**src/rtl/uart_rx_if.sv**
```systemverilog
// UART receiver bus: serial line and baud select in, recovered byte and status pulses out.
interface uart_rx_if;
    logic [1:0] baud_sel;
    logic       rx;
    logic [7:0] data_out;
    logic       data_valid;
    logic       framing_err;
    logic       busy;

    modport master (
        output baud_sel,
        output rx,
        input  data_out,
        input  data_valid,
        input  framing_err,
        input  busy
    );

    modport slave (
        input  baud_sel,
        input  rx,
        output data_out,
        output data_valid,
        output framing_err,
        output busy
    );
endinterface

```
**src/rtl/uart_rx.sv**
```systemverilog
// 8N1 UART receiver with 16x oversampling. The start bit is confirmed at its
// midpoint; every later bit is sampled 16 ticks after the previous sample.
// Results appear as a registered 1-cycle data_valid or framing_err pulse.
module uart_rx #(
    parameter int FREQ       = 50_000_000,
    parameter int BAUD_2400  = 2400,
    parameter int BAUD_4800  = 4800,
    parameter int BAUD_9600  = 9600,
    parameter int BAUD_19200 = 19200
) (
    input  logic      clk,
    input  logic      rst_n,
    uart_rx_if.slave  bus
);

    localparam logic [15:0] DIV_2400  = 16'(FREQ / (16 * BAUD_2400));
    localparam logic [15:0] DIV_4800  = 16'(FREQ / (16 * BAUD_4800));
    localparam logic [15:0] DIV_9600  = 16'(FREQ / (16 * BAUD_9600));
    localparam logic [15:0] DIV_19200 = 16'(FREQ / (16 * BAUD_19200));

    typedef enum logic [1:0] {
        IDLE  = 2'd0,
        START = 2'd1,
        DATA  = 2'd2,
        STOP  = 2'd3
    } state_t;

    // Tick divisor for a given baud select code.
    function automatic logic [15:0] div_for(input logic [1:0] sel);
        logic [15:0] div;
        case (sel)
            2'b00:   div = DIV_2400;
            2'b01:   div = DIV_4800;
            2'b10:   div = DIV_9600;
            default: div = DIV_19200;
        endcase
        return div;
    endfunction

    state_t      state_q, state_d;
    logic        rx_meta_q;
    logic        rx_s_q;
    logic        rx_prev_q;
    logic [15:0] cnt_q, cnt_d;
    logic [15:0] div_q, div_d;
    logic [3:0]  tick_cnt_q, tick_cnt_d;
    logic [2:0]  bit_idx_q, bit_idx_d;
    logic [7:0]  shift_q, shift_d;
    logic [7:0]  data_out_q, data_out_d;
    logic        data_valid_q, data_valid_d;
    logic        framing_err_q, framing_err_d;
    logic        busy_q, busy_d;
    logic        tick;

    // Next-state logic: oversampling counter, bit sampling and frame decisions.
    always_comb begin
        state_d       = state_q;
        cnt_d         = cnt_q;
        div_d         = div_q;
        tick_cnt_d    = tick_cnt_q;
        bit_idx_d     = bit_idx_q;
        shift_d       = shift_q;
        data_out_d    = data_out_q;
        data_valid_d  = 1'b0;
        framing_err_d = 1'b0;

        tick = (cnt_q == div_q - 16'd1);
        if (state_q != IDLE) begin
            cnt_d = tick ? 16'd0 : cnt_q + 16'd1;
        end

        case (state_q)
            IDLE: begin
                cnt_d = 16'd0;
                if (rx_prev_q && !rx_s_q) begin
                    state_d    = START;
                    tick_cnt_d = 4'd0;
                    div_d      = div_for(bus.baud_sel);
                end
            end
            START: begin
                if (tick) begin
                    tick_cnt_d = tick_cnt_q + 4'd1;
                    if (tick_cnt_q == 4'd7) begin
                        // Midpoint of the start bit: a high line here was a glitch.
                        if (!rx_s_q) begin
                            state_d    = DATA;
                            tick_cnt_d = 4'd0;
                            bit_idx_d  = 3'd0;
                        end else begin
                            state_d = IDLE;
                        end
                    end
                end
            end
            DATA: begin
                if (tick) begin
                    tick_cnt_d = tick_cnt_q + 4'd1;
                    if (tick_cnt_q == 4'd15) begin
                        shift_d[bit_idx_q] = rx_s_q;
                        bit_idx_d          = bit_idx_q + 3'd1;
                        if (bit_idx_q == 3'd7) begin
                            state_d = STOP;
                        end
                    end
                end
            end
            STOP: begin
                if (tick) begin
                    tick_cnt_d = tick_cnt_q + 4'd1;
                    if (tick_cnt_q == 4'd15) begin
                        if (rx_s_q) begin
                            data_out_d   = shift_q;
                            data_valid_d = 1'b1;
                        end else begin
                            framing_err_d = 1'b1;
                        end
                        state_d = IDLE;
                    end
                end
            end
            default: state_d = IDLE;
        endcase

        busy_d = (state_d != IDLE);
    end

    // State and output registers; the synchroniser idles high so reset never looks like a start edge.
    always_ff @(posedge clk or negedge rst_n) begin
        if (!rst_n) begin
            state_q       <= IDLE;
            rx_meta_q     <= 1'b1;
            rx_s_q        <= 1'b1;
            rx_prev_q     <= 1'b1;
            cnt_q         <= 16'd0;
            div_q         <= 16'd0;
            tick_cnt_q    <= 4'd0;
            bit_idx_q     <= 3'd0;
            shift_q       <= 8'h00;
            data_out_q    <= 8'h00;
            data_valid_q  <= 1'b0;
            framing_err_q <= 1'b0;
            busy_q        <= 1'b0;
        end else begin
            state_q       <= state_d;
            rx_meta_q     <= bus.rx;
            rx_s_q        <= rx_meta_q;
            rx_prev_q     <= rx_s_q;
            cnt_q         <= cnt_d;
            div_q         <= div_d;
            tick_cnt_q    <= tick_cnt_d;
            bit_idx_q     <= bit_idx_d;
            shift_q       <= shift_d;
            data_out_q    <= data_out_d;
            data_valid_q  <= data_valid_d;
            framing_err_q <= framing_err_d;
            busy_q        <= busy_d;
        end
    end

    assign bus.data_out    = data_out_q;
    assign bus.data_valid  = data_valid_q;
    assign bus.framing_err = framing_err_q;
    assign bus.busy        = busy_q;

endmodule
```
**src/flat_wrapper.sv**
```systemverilog
// flat-port wrapper written by rule: the top's interface ports become plain ports
module uart_rx_flat 
#(
    parameter int FREQ       = 50_000_000,
    parameter int BAUD_2400  = 2400,
    parameter int BAUD_4800  = 4800,
    parameter int BAUD_9600  = 9600,
    parameter int BAUD_19200 = 19200
)
  (clk, rst_n, bus_baud_sel, bus_rx, bus_data_out, bus_data_valid, bus_framing_err, bus_busy);
  uart_rx_if bus_i ();
  input  logic clk;
  input  logic rst_n;
  input wire logic [$bits(bus_i.baud_sel)-1:0] bus_baud_sel;
  input wire logic [$bits(bus_i.rx)-1:0] bus_rx;
  output wire logic [$bits(bus_i.data_out)-1:0] bus_data_out;
  output wire logic [$bits(bus_i.data_valid)-1:0] bus_data_valid;
  output wire logic [$bits(bus_i.framing_err)-1:0] bus_framing_err;
  output wire logic [$bits(bus_i.busy)-1:0] bus_busy;
  assign bus_i.baud_sel = bus_baud_sel;
  assign bus_i.rx = bus_rx;
  assign bus_data_out = bus_i.data_out;
  assign bus_data_valid = bus_i.data_valid;
  assign bus_framing_err = bus_i.framing_err;
  assign bus_busy = bus_i.busy;
  uart_rx #(.FREQ(FREQ), .BAUD_2400(BAUD_2400), .BAUD_4800(BAUD_4800), .BAUD_9600(BAUD_9600), .BAUD_19200(BAUD_19200)) u_core (.clk(clk), .rst_n(rst_n), .bus(bus_i));
endmodule
```
**config.mk**
```make
export PLATFORM = sky130hd
export DESIGN_NAME = uart_rx_flat
export DESIGN_NICKNAME = d
export VERILOG_FILES = /design/src/rtl/uart_rx_if.sv /design/src/rtl/uart_rx.sv /design/src/flat_wrapper.sv
export SDC_FILE = /design/constraint.sdc
export NUM_CORES = 1
export LEC_CHECK = 0
export ABC_AREA = 1
export CAP_MARGIN = 20
export CORE_MARGIN = 2
export CORE_UTILIZATION = 40
export DETAILED_ROUTE_END_ITERATION = 8
export DONT_BUFFER_PORTS = 1
export SYNTH_ARGS = -nofsm -noshare
export SYNTH_HDL_FRONTEND = slang
export SYNTH_SLANG_ARGS = --single-unit
```
**constraint.sdc**
```tcl
create_clock -name clk -period 2.81 [get_ports clk]
set_input_delay 0.1405 -clock clk [delete_from_list [all_inputs] [get_ports clk]]
set_output_delay 0.1405 -clock clk [all_outputs]
set_load 0.005 [all_outputs]
```
Yosys cells after proc, flatten, opt, wreduce, memory -nomap -nowiden
Cells that the tools add are included.

word-level totals
  output and inout bits = 11
  input port bits = 5
  flip-flop bits (word level) = 63
  word-level logic and storage cells = 87

operators by class
  $lt $le $gt $ge = 2
  muxes and demuxes = 37
  equal/unequal tests = 16
  reductions and logical operators = 15
  $add $sub $neg = 4

operators by type and width
  operator                 count
  $mux W16                 3
  $pmux W11 S3             1
  $mux W4                  5
  $mux W2                  9
  $add A16 B1 Y16 const B  1
  $eq A16 B16 Y1           1
  $sub A16 B1 Y16 const B  1
  $mux W3                  5
  $ne A2 B1 Y1 const B     6
  $pmux W4 S3              1
  $mux W1                  9
  $bwmux W8                1
  $pmux W2 S4              1
  $reduce_bool A2 Y1       4
  $eq A2 B2 Y1 const B     3
  $pmux W3 S2              1
  $reduce_and A3 Y1        2
  $reduce_and A6 Y1        1
  $add A4 B1 Y4 const B    1
  $eq A2 B1 Y1 const B     2
  $eq A4 B3 Y1 const B     1
  $eq A4 B4 Y1 const B     1
  $logic_not A2 Y1         2
  $lt A3 B4 Y1 const B     1
  other kinds (10)         11

Longest topological paths before layout
Gate-level depths: netlist of the first run.

  depth in word-level cells = 6
  depth in mapped cells = 17
  depth with buffers taken out = 17

Worst setup path before layout of the first run
Ideal clock, no wire load.

  path type = register to register
  start point = register u_core.div_q[0]
  end point = register u_core.shift_q[0]
  buffers on the path = 1
  setup time = 0.116 ns
  stages on the path, launching flop included = 17
  setup slack = 0.851 ns
  data required time = 2.694 ns
  arrival time = 1.843 ns
  period minus slack after synthesis = 1.959 ns
  path through = dfrtp_1 inv_1 ha_1 nand2_4 nor2_8 inv_2 nand3_2 nand2_1 clkinv_1 nand2_1 nor3_2 nand2_1 nor2_4 buf_6 nand2_1 nand2_1 nand2_1

between the ends
  longest elaborated chain between the ends = 3

RTL lines
  item                                line            text
  start: declaration                  uart_rx.sv:45   logic [15:0] div_q, div_d;
  start signal: assignment            uart_rx.sv:150  div_q <= div_d;
  $sub A16 B1 Y16                     uart_rx.sv:67   tick = (cnt_q == div_q - 16'd1);
  $eq A16 B16 Y1                      uart_rx.sv:67
  $reduce_and A3 Y1 (no source line)  n/a
  end signal: assignment              uart_rx.sv:153  shift_q <= shift_d;
  end: declaration                    uart_rx.sv:48   logic [7:0] shift_q, shift_d;

Every way passes these cells.
A chain may end at the register's enable or synchronous reset.

Final worst setup path of the first run
  start point = register u_core.div_q[0]
  end point = register u_core.cnt_q[11]

between the ends
  longest elaborated chain between the ends = 5

RTL lines
  item                    line            text
  $sub A16 B1 Y16         uart_rx.sv:67
  $eq A16 B16 Y1          uart_rx.sv:67
  $mux W16                uart_rx.sv:69   cnt_d = tick ? 16'd0 : cnt_q + 16'd1;
  $mux W16                uart_rx.sv:68   if (state_q != IDLE) begin
  $mux W16                uart_rx.sv:72   case (state_q)
  net u_core.cnt_d[11]    uart_rx.sv:44   logic [15:0] cnt_q, cnt_d;
  end signal: assignment  uart_rx.sv:149  cnt_q <= cnt_d;
  end: declaration        uart_rx.sv:44

The timed path passes the listed nets, and every way through them passes these cells. The select of a mux whose other input is x is not followed.

==> results of run 1 <==
-- final cells by class --
cell class	count	area, um2
Tap cell	105	131.4
Timing Repair Buffer	4	55.05
Sequential cell	55	1380
Inverter	54	207.7
Fill cell	794	4542
Clock inverter	2	38.79
Multi-Input combinational cell	319	1707
Clock buffer	6	72.57
-- worst max-delay path: cells and delay by family (launching register included) --
kind	cells	cell delay, ps
flip-flops	1	400
AND/OR/NAND/NOR	7	1190
adder cells (fa/ha/maj)	1	270
buffers and inverters	2	190
AO/OA/AOI/OAI	2	210
-- registers in the layout, indices dropped and copies added, names as in the netlist --
register	count
u_core.cnt_q	16
u_core.bus.data_out	8
u_core.div_q	8
u_core.shift_q	8
u_core.tick_cnt_q	4
u_core.bit_idx_q	3
u_core.state_q	2
u_core.bus.busy	1
u_core.bus.data_valid	1
u_core.bus.framing_err	1
u_core.rx_meta_q	1
u_core.rx_prev_q	1
u_core.rx_s_q	1
-- power groups by stage --
stage,combinational (mW),sequential (mW),clock (mW)
after floorplan,0.823,1.00,0
after global placement,0.960,1.03,0
after detailed placement,0.974,1.04,0
after CTS,1.00,1.02,0.552
after global routing,1.13,1.04,0.577
final,0.991,1.02,0.535
-- per-stage QoR --
step,total power [mW],worst slack (ps),cell area [um2],cells
floorplan,1.826,850.6,3329,434
global placement,1.995,507.7,3433,534
detailed placement,2.011,425.7,3433,534
CTS,2.576,401.8,3592,545
global route,2.746,159.1,3592,545
finish,2.549,441.9,3592,545
-- worst max-delay path by stage --
stage,startpoint,slack [ps],depth (start not counted),end
detailed placement,u_core.div_q[0]$_DFFE_PN0P_,430,12,u_core.cnt_q[11]$_DFF_PN0_
global placement,u_core.div_q[0]$_DFFE_PN0P_,510,12,u_core.cnt_q[11]$_DFF_PN0_
finish,u_core.div_q[0]$_DFFE_PN0P_,440,12,u_core.cnt_q[11]$_DFF_PN0_
CTS,u_core.div_q[0]$_DFFE_PN0P_,400,12,u_core.cnt_q[11]$_DFF_PN0_
global route,u_core.div_q[0]$_DFFE_PN0P_,160,14,u_core.cnt_q[11]$_DFF_PN0_
floorplan,u_core.div_q[0]$_DFFE_PN0P_,850,16,u_core.shift_q[0]$_DFFE_PN0P_
-- per-layer routing --
metal	part of all wire [%]	up-vias	track usage, %	wire length (um)
li1	-	1369	-	-
met2	48	35	27.58	3176
met4	1.1	0	4.227	76
met3	3.2	8	2.688	213
met1	48	1201	21.45	3220
met5	0	-	0	0
-- kinds of logic (layout without fill, tap and decap cells) --
kind of cell             count (synthesis)  count (layout)  share of synthesized area (%)
AO/OA/AOI/OAI                           30              30                          4.923
XOR/XNOR                                16              16                          4.660
adder cells (fa/ha/maj)                 10              10                          3.758
buffers and inverters                   60              66                          7.290
flip-flops                              55              55                          41.45
AND/OR/NAND/NOR                        263             263                          37.92
-- cell usage in the layout, fill, tap and decap left out, drive strengths merged --
master and n:
xor2 9, a21oi 6, nand4 8, a31oi 2
dfrtp 52, inv 52, o21ai 19, nor4 3
nor2 63, nand2 145, xnor2 7, o211ai 1
ha 10, o21a 1, dlygate4sd3 2, clkinv 3
and3 1, nor3b 4, nand3 30, nand3b 2
bufinv 1, buf 2, nor3 7, dfstp 3
a211oi 1, clkbuf 6
-- timing repair --
item / in CTS / in global routing
setup endpoints to repair: 0 / 0
hold buffers: 3 / 0
endpoints found under the hold margin: 56 / 0
==> reports/metrics.csv, run 1 <==
stage,metric,value,unit
synthesis,register area share after synthesis,41.45,%
cts,"Setup Fix Bufs, Post-CTS",0,
synthesis,most area-consuming cells after synthesis,"dfrtp_1 39%, nand2_1 15%, nor2_1 5.6%, inv_1 4.8%, nand3_1 3.9%",
power,VDD IR max,516.6,uV
floorplanning,Die X-Extent,95.24,um
finish,fraction of layout cells with a size suffix above 1,12.27,%
place,DP HPWL,5089,um
timing,Fmax,422.3,MHz
synthesis,Post-Syn Instances,434,
synthesis,top-count cell post-synth,nand2_1,
worst_setup_path,Crit path largest cell delay,410,ps
synthesis,largest area contributor in the netlist,dfrtp_1,
power,Sequential Power Share,40.1,%
timing,Max Slew Vio Count,0,
power,Leakage Power,1.819,nW
timing,worst slew pin tran,509.1,ps
synthesis,Netlist cell types,41,
finish,synthesis-to-layout area growth,7.892,%
routing,Initial DRC Count,116,
power,part of the power in the clock network,21.0,%
worst_setup_path,reg2reg setup slack,440,ps
worst_setup_path,worst-path maximum fanout,15,
finish,Inserted Diodes,0,
floorplanning,io pins,16,
worst_setup_path,WP data required,3010,ps
worst_hold_path,Hold Crit Class,input port to flip-flop,
run,max-capacitance violation count,0,
cts,CTS H-tree depth,2,
routing,Wirelength per Cell,12.27,um
timing,RSZ-0062 raised after global routing,no,
power,Net Sw Power,1.025,mW
synthesis,Syn Area/Cell,7.672,um2
routing,Remaining DRCs,0,
timing,Slew Limit Headroom,65.98,%
worst_setup_path,r2r endpoint,u_core.cnt_q[11]$_DFF_PN0_,
global_route,gr ovfl total,0,
global_route,pin count of the biggest net entering global routing,56,
worst_hold_path,WHS Endpoint,u_core.div_q[6]$_DFFE_PN0P_,
synthesis,warnings from Yosys,0,
worst_setup_path,Slowest cell on crit path,nand2_1,
worst_setup_path,Critical Path AT,2570,ps
outcome,status,"finished, final reports clean",
place,routability cong.,0.9263,
worst_setup_path,critical-path cell list,inv_1 > ha_1 > nand2_4 > nor2_8 > inv_2 > nand3_2 > nand2_1 > nor2_1 > nand3_2 > nand2_1 > a21oi_1 > o21a_1,
floorplanning,DIE AREA,0.009070,mm2
timing,hold_ws,77.48,ps
worst_hold_path,hold_sp,bus_baud_sel[1],
finish,Final Util,44.16,%
routing,drt total wl,6686,um
synthesis,Synth Flop Type,dfrtp_1,
floorplanning,die height,95.24,um
worst_setup_path,FF-to-FF Start,u_core.div_q[0]$_DFFE_PN0P_,
floorplanning,Starting Density,40.93,%
global_route,Tot GR Track Use,16.23,%
global_route,number of global-route vias before repair,2532,
cts,clk sink count,55,
floorplanning,num rows,33,
timing,Fin Setup TNS,0,ps
power,Switching Share,40.21,%
timing,Final setup viols,0,
worst_setup_path,crit start category,flip-flop,
timing,final hold vios,0,
routing,via/cell ratio,4.794,
synthesis,Synth Net Count,449,
cts,CTS tree,yes,
cts,"Clk pin slew, worst setup/hold paths",100,ps
timing,Setup Skew,9.537,ps
place,PortBufs,0,
power,Pwr per Cell Area,709.6,mW/mm2
worst_setup_path,Worst setup EP type,flip-flop,
routing,vias post-DR,2613,
synthesis,"top cells by count, synth","137 x nand2_1, 52 x dfrtp_1, 50 x nor2_1",
power,internal power,1.524,mW
timing,minimum clock period,2368,ps
worst_hold_path,hold depth,3,
cts,number of gates resized after CTS,0,
power,power share of the combinational group,38.9,%
synthesis,"Async S/R FF share, synth",100.0,%
routing,first drt pass iteration count,4,
cts,later-pin clock latency in the skew report,310,ps
floorplanning,core area,0.008134,mm2
routing,Post-DRT Antenna Nets,0,
synthesis,"EDFF count, synth",0,
worst_setup_path,WS Path Type,flip-flop to flip-flop,
synthesis,post-synthesis register bit count,55,
cts,Root Buffer,clkbuf_8,
global_route,initial antenna violation count,0,
synthesis,Netlist Area Pre-Place,0.003329,mm2
global_route,first-pass GRT wire length,11630,um
finish,Final nets,454,
cts,maximum clock insertion buffer count,2,
timing,crit share post-route,84.27,%
cts,total CTS buffers,5,
synthesis,post-synth top area share,39.08,%
worst_setup_path,reg2reg path depth,12,
Note: power is estimated with default switching activity, not from simulation.
==> run 2, diff against run 1 <==
--- a/config.mk
+++ b/config.mk
@@ -5,7 +5,7 @@
 export SDC_FILE = /design/constraint.sdc
 export NUM_CORES = 1
 export LEC_CHECK = 0
-export ABC_AREA = 1
+export ABC_AREA = 0
 export CAP_MARGIN = 20
 export CORE_MARGIN = 2
 export CORE_UTILIZATION = 40
==> constraint.sdc (replaced) <==
create_clock -name clk -period 2.2 [get_ports clk]
set_input_delay 0.11 -clock clk [delete_from_list [all_inputs] [get_ports clk]]
set_output_delay 0.11 -clock clk [all_outputs]
set_load 0.005 [all_outputs]
==> reports/metrics.csv, run 2 <==
stage,metric,value,unit
timing,Max Slew Vio Count,0,
synthesis,"top cells by count, synth","52 x dfrtp_1, 32 x nor2_1, 20 x nand2_1",
place,pre-CTS WS,-657.1,ps
synthesis,Synth Net Count,311,
floorplanning,io pins,16,
timing,Setup Skew,7.716,ps
floorplanning,Die X-Extent,91.01,um
global_route,M2 GR Usage,27.59,%
power,VDD IR max,423.9,uV
run,max-capacitance violation count,0,
finish,"commonest cells after routing, fill and taps aside","52 x dfrtp_1, 48 x buf_4, 30 x nor2_1",
power,Pwr per Cell Area,809.3,mW/mm2
synthesis,warnings from Yosys,0,
outcome,status,finished with violations,
timing,Slew Limit Headroom,64.76,%
synthesis,top-count cell post-synth,dfrtp_1,
cts,later-pin clock latency in the skew report,320,ps
routing,drt total wl,6921,um
cts,Root Buffer,clkbuf_8,
synthesis,Syn Area/Cell,10.23,um2
timing,Fmax,358.2,MHz
global_route,gr ovfl total,0,
floorplanning,DIE AREA,0.008282,mm2
synthesis,Netlist cell types,57,
routing,Initial DRC Count,109,
synthesis,post-synthesis register bit count,55,
worst_setup_path,crit start category,flip-flop,
global_route,first-pass GRT wire length,11540,um
finish,Inserted Diodes,0,
synthesis,post-synth top area share,42.98,%
timing,fin worst setup slack,-591.7,ps
finish,fraction of layout cells with a size suffix above 1,33.72,%
cts,total CTS buffers,5,
synthesis,"Async S/R FF share, synth",100.0,%
timing,hold_ws,29.85,ps
timing,Fin Setup TNS,-19470,ps
global_route,number of global-route vias before repair,2434,
cts,maximum clock insertion buffer count,2,
routing,first drt pass iteration count,4,
worst_setup_path,Critical Path AT,3000,ps
finish,most flop-heavy register,u_core.cnt_q,
finish,max reg flops,16,
synthesis,register area share after synthesis,45.58,%
finish,Final nets,358,
global_route,initial antenna violation count,0,
cts,CTS tree,yes,
finish,"most common cell after layout, fill and taps aside",dfrtp_1,
floorplanning,core area,0.007292,mm2
floorplanning,Starting Density,41.52,%
timing,RSZ-0062 raised after global routing,yes,
routing,via/cell ratio,5.449,
routing,Remaining DRCs,0,
timing,minimum clock period,2792,ps
synthesis,Netlist Area Pre-Place,0.003028,mm2
global_route,grt met1 use,23.13,%
global_route,grt peak-use layer,met2,
routing,vias post-DR,2414,
timing,final hold vios,0,
outcome,failing checks,setup timing,
timing,crit share post-route,126.9,%
cts,CTS H-tree depth,2,
synthesis,most area-consuming cells after synthesis,"dfrtp_1 43%, mux2_2 6.3%, ha_1 4.1%, nor2_1 4.0%, xor2_1 3.8%",
cts,"Clk pin slew, worst setup/hold paths",110,ps
routing,Post-DRT Antenna Nets,0,
synthesis,Post-Syn Instances,296,
power,Leakage Power,1.697,nW
synthesis,"EDFF count, synth",0,
place,routability cong.,0.8313,
cts,clk sink count,55,
worst_setup_path,WS Path Type,flip-flop to flip-flop,
worst_setup_path,WP data required,2410,ps
place,PortBufs,0,
floorplanning,num rows,31,
worst_setup_path,critical-path cell list,or4_4 > nor3_4 > a21oi_2 > a2111oi_4 > buf_4 > and4_4 > nand4_4 > mux2_4,
timing,worst slew pin tran,526.6,ps
global_route,met3 Use GR,2.490,%
worst_hold_path,Hold Crit Class,input port to flip-flop,
worst_setup_path,Slowest cell on crit path,or4_4,
synthesis,Synth Flop Type,dfrtp_1,
global_route,pin count of the biggest net entering global routing,56,
timing,Final setup viols,44,
global_route,Tot GR Track Use,17.06,%
finish,synthesis-to-layout area growth,27.64,%
routing,Wirelength per Cell,15.62,um
floorplanning,die height,91.01,um
worst_setup_path,worst-path maximum fanout,8,
place,DP HPWL,4636,um
synthesis,largest area contributor in the netlist,dfrtp_1,
worst_setup_path,Worst setup EP type,flip-flop,
worst_setup_path,Crit path largest cell delay,570,ps
worst_setup_path,reg2reg setup slack,-590,ps
==> run 2: layer usage <==
layer / up-vias / routed length [um]
met3: 10 / 176
met4: 0 / 201
met2: 37 / 3352
met1: 1205 / 3191
met5: - / 0
li1: 1162 / -
==> run 2: final cells by class <==
class | instances | area (um2)
Inverter | 10 | 37.54
Clock inverter | 3 | 27.53
Sequential cell | 55 | 1380
Clock buffer | 5 | 68.82
Fill cell | 672 | 3427
Timing Repair Buffer | 55 | 461.7
Tap cell | 99 | 123.9
Multi-Input combinational cell | 216 | 1765
==> run 2: what timing repair did <==
| action | CTS | global route |
|---|---|---|
| hold buffers | 3 | 0 |
| setup buffers | 3 | 2 |
| gates resized for setup | 28 | 15 |
| cloned | 1 | 0 |
| hold endpoints to repair | 56 | 0 |
| pin swaps | 9 | 11 |
| endpoints found under the setup margin | 44 | 44 |
==> run 2: critical path: cells and delay by family (launching register included) <==
family                 cells  cell delay [ps]
muxes                      1              360
AOI/OAI and AO/OA          2              470
DFF                        1              420
buffers and inverters      1              180
and+or+nand+nor            4             1260
==> run 2: cell families (layout without fill, tap and decap cells) <==
logic type | count (synthesis) | after routing | synth area share, %
and+or+nand+nor | 115 | 115 | 20.83
DFF | 55 | 55 | 45.58
AOI/OAI and AO/OA | 48 | 49 | 11.82
buffers and inverters | 26 | 73 | 4.050
xor gates and xnor gates | 24 | 24 | 6.942
muxes | 18 | 18 | 6.653
adders and majority gates | 10 | 10 | 4.132
==> run 2: worst paths after layout <==
path,startpoint,end,cells after the start
hold / removal,bus_baud_sel[1],u_core.div_q[6]$_DFFE_PN0P_,3
setup reg to reg,u_core.div_q[1]$_DFFE_PN0P_,u_core.bus.data_out[3]$_DFFE_PN0P_,8
setup / recovery,u_core.div_q[1]$_DFFE_PN0P_,u_core.bus.data_out[3]$_DFFE_PN0P_,8
max in group asynchronous,rst_n,u_core.rx_meta_q$_DFF_PN1_,2
min in group asynchronous,rst_n,u_core.div_q[7]$_DFFE_PN0P_,2
hold reg to reg,u_core.rx_meta_q$_DFF_PN1_,u_core.rx_s_q$_DFF_PN1_,0
==> run 2: per-stage QoR <==
stage	total power [mW]	utilization, %	cells	area, um2
floorplan	1.927	-	296	3074
global placement	2.317	47.39	426	3456
detailed placement	2.339	47.39	426	3456
CTS	3.064	51.78	441	3776
global route	3.321	53.00	443	3865
finish	3.128	53.00	443	3865
==> run 2: where the power goes <==
group	internal, mW	leakage (nW)	switching [mW]	total, mW
registers	1.13	0.729	0.126	1.26
logic	0.637	0.922	0.632	1.27
clock network	0.235	0.0463	0.368	0.603
total	2.00	1.70	1.13	3.13
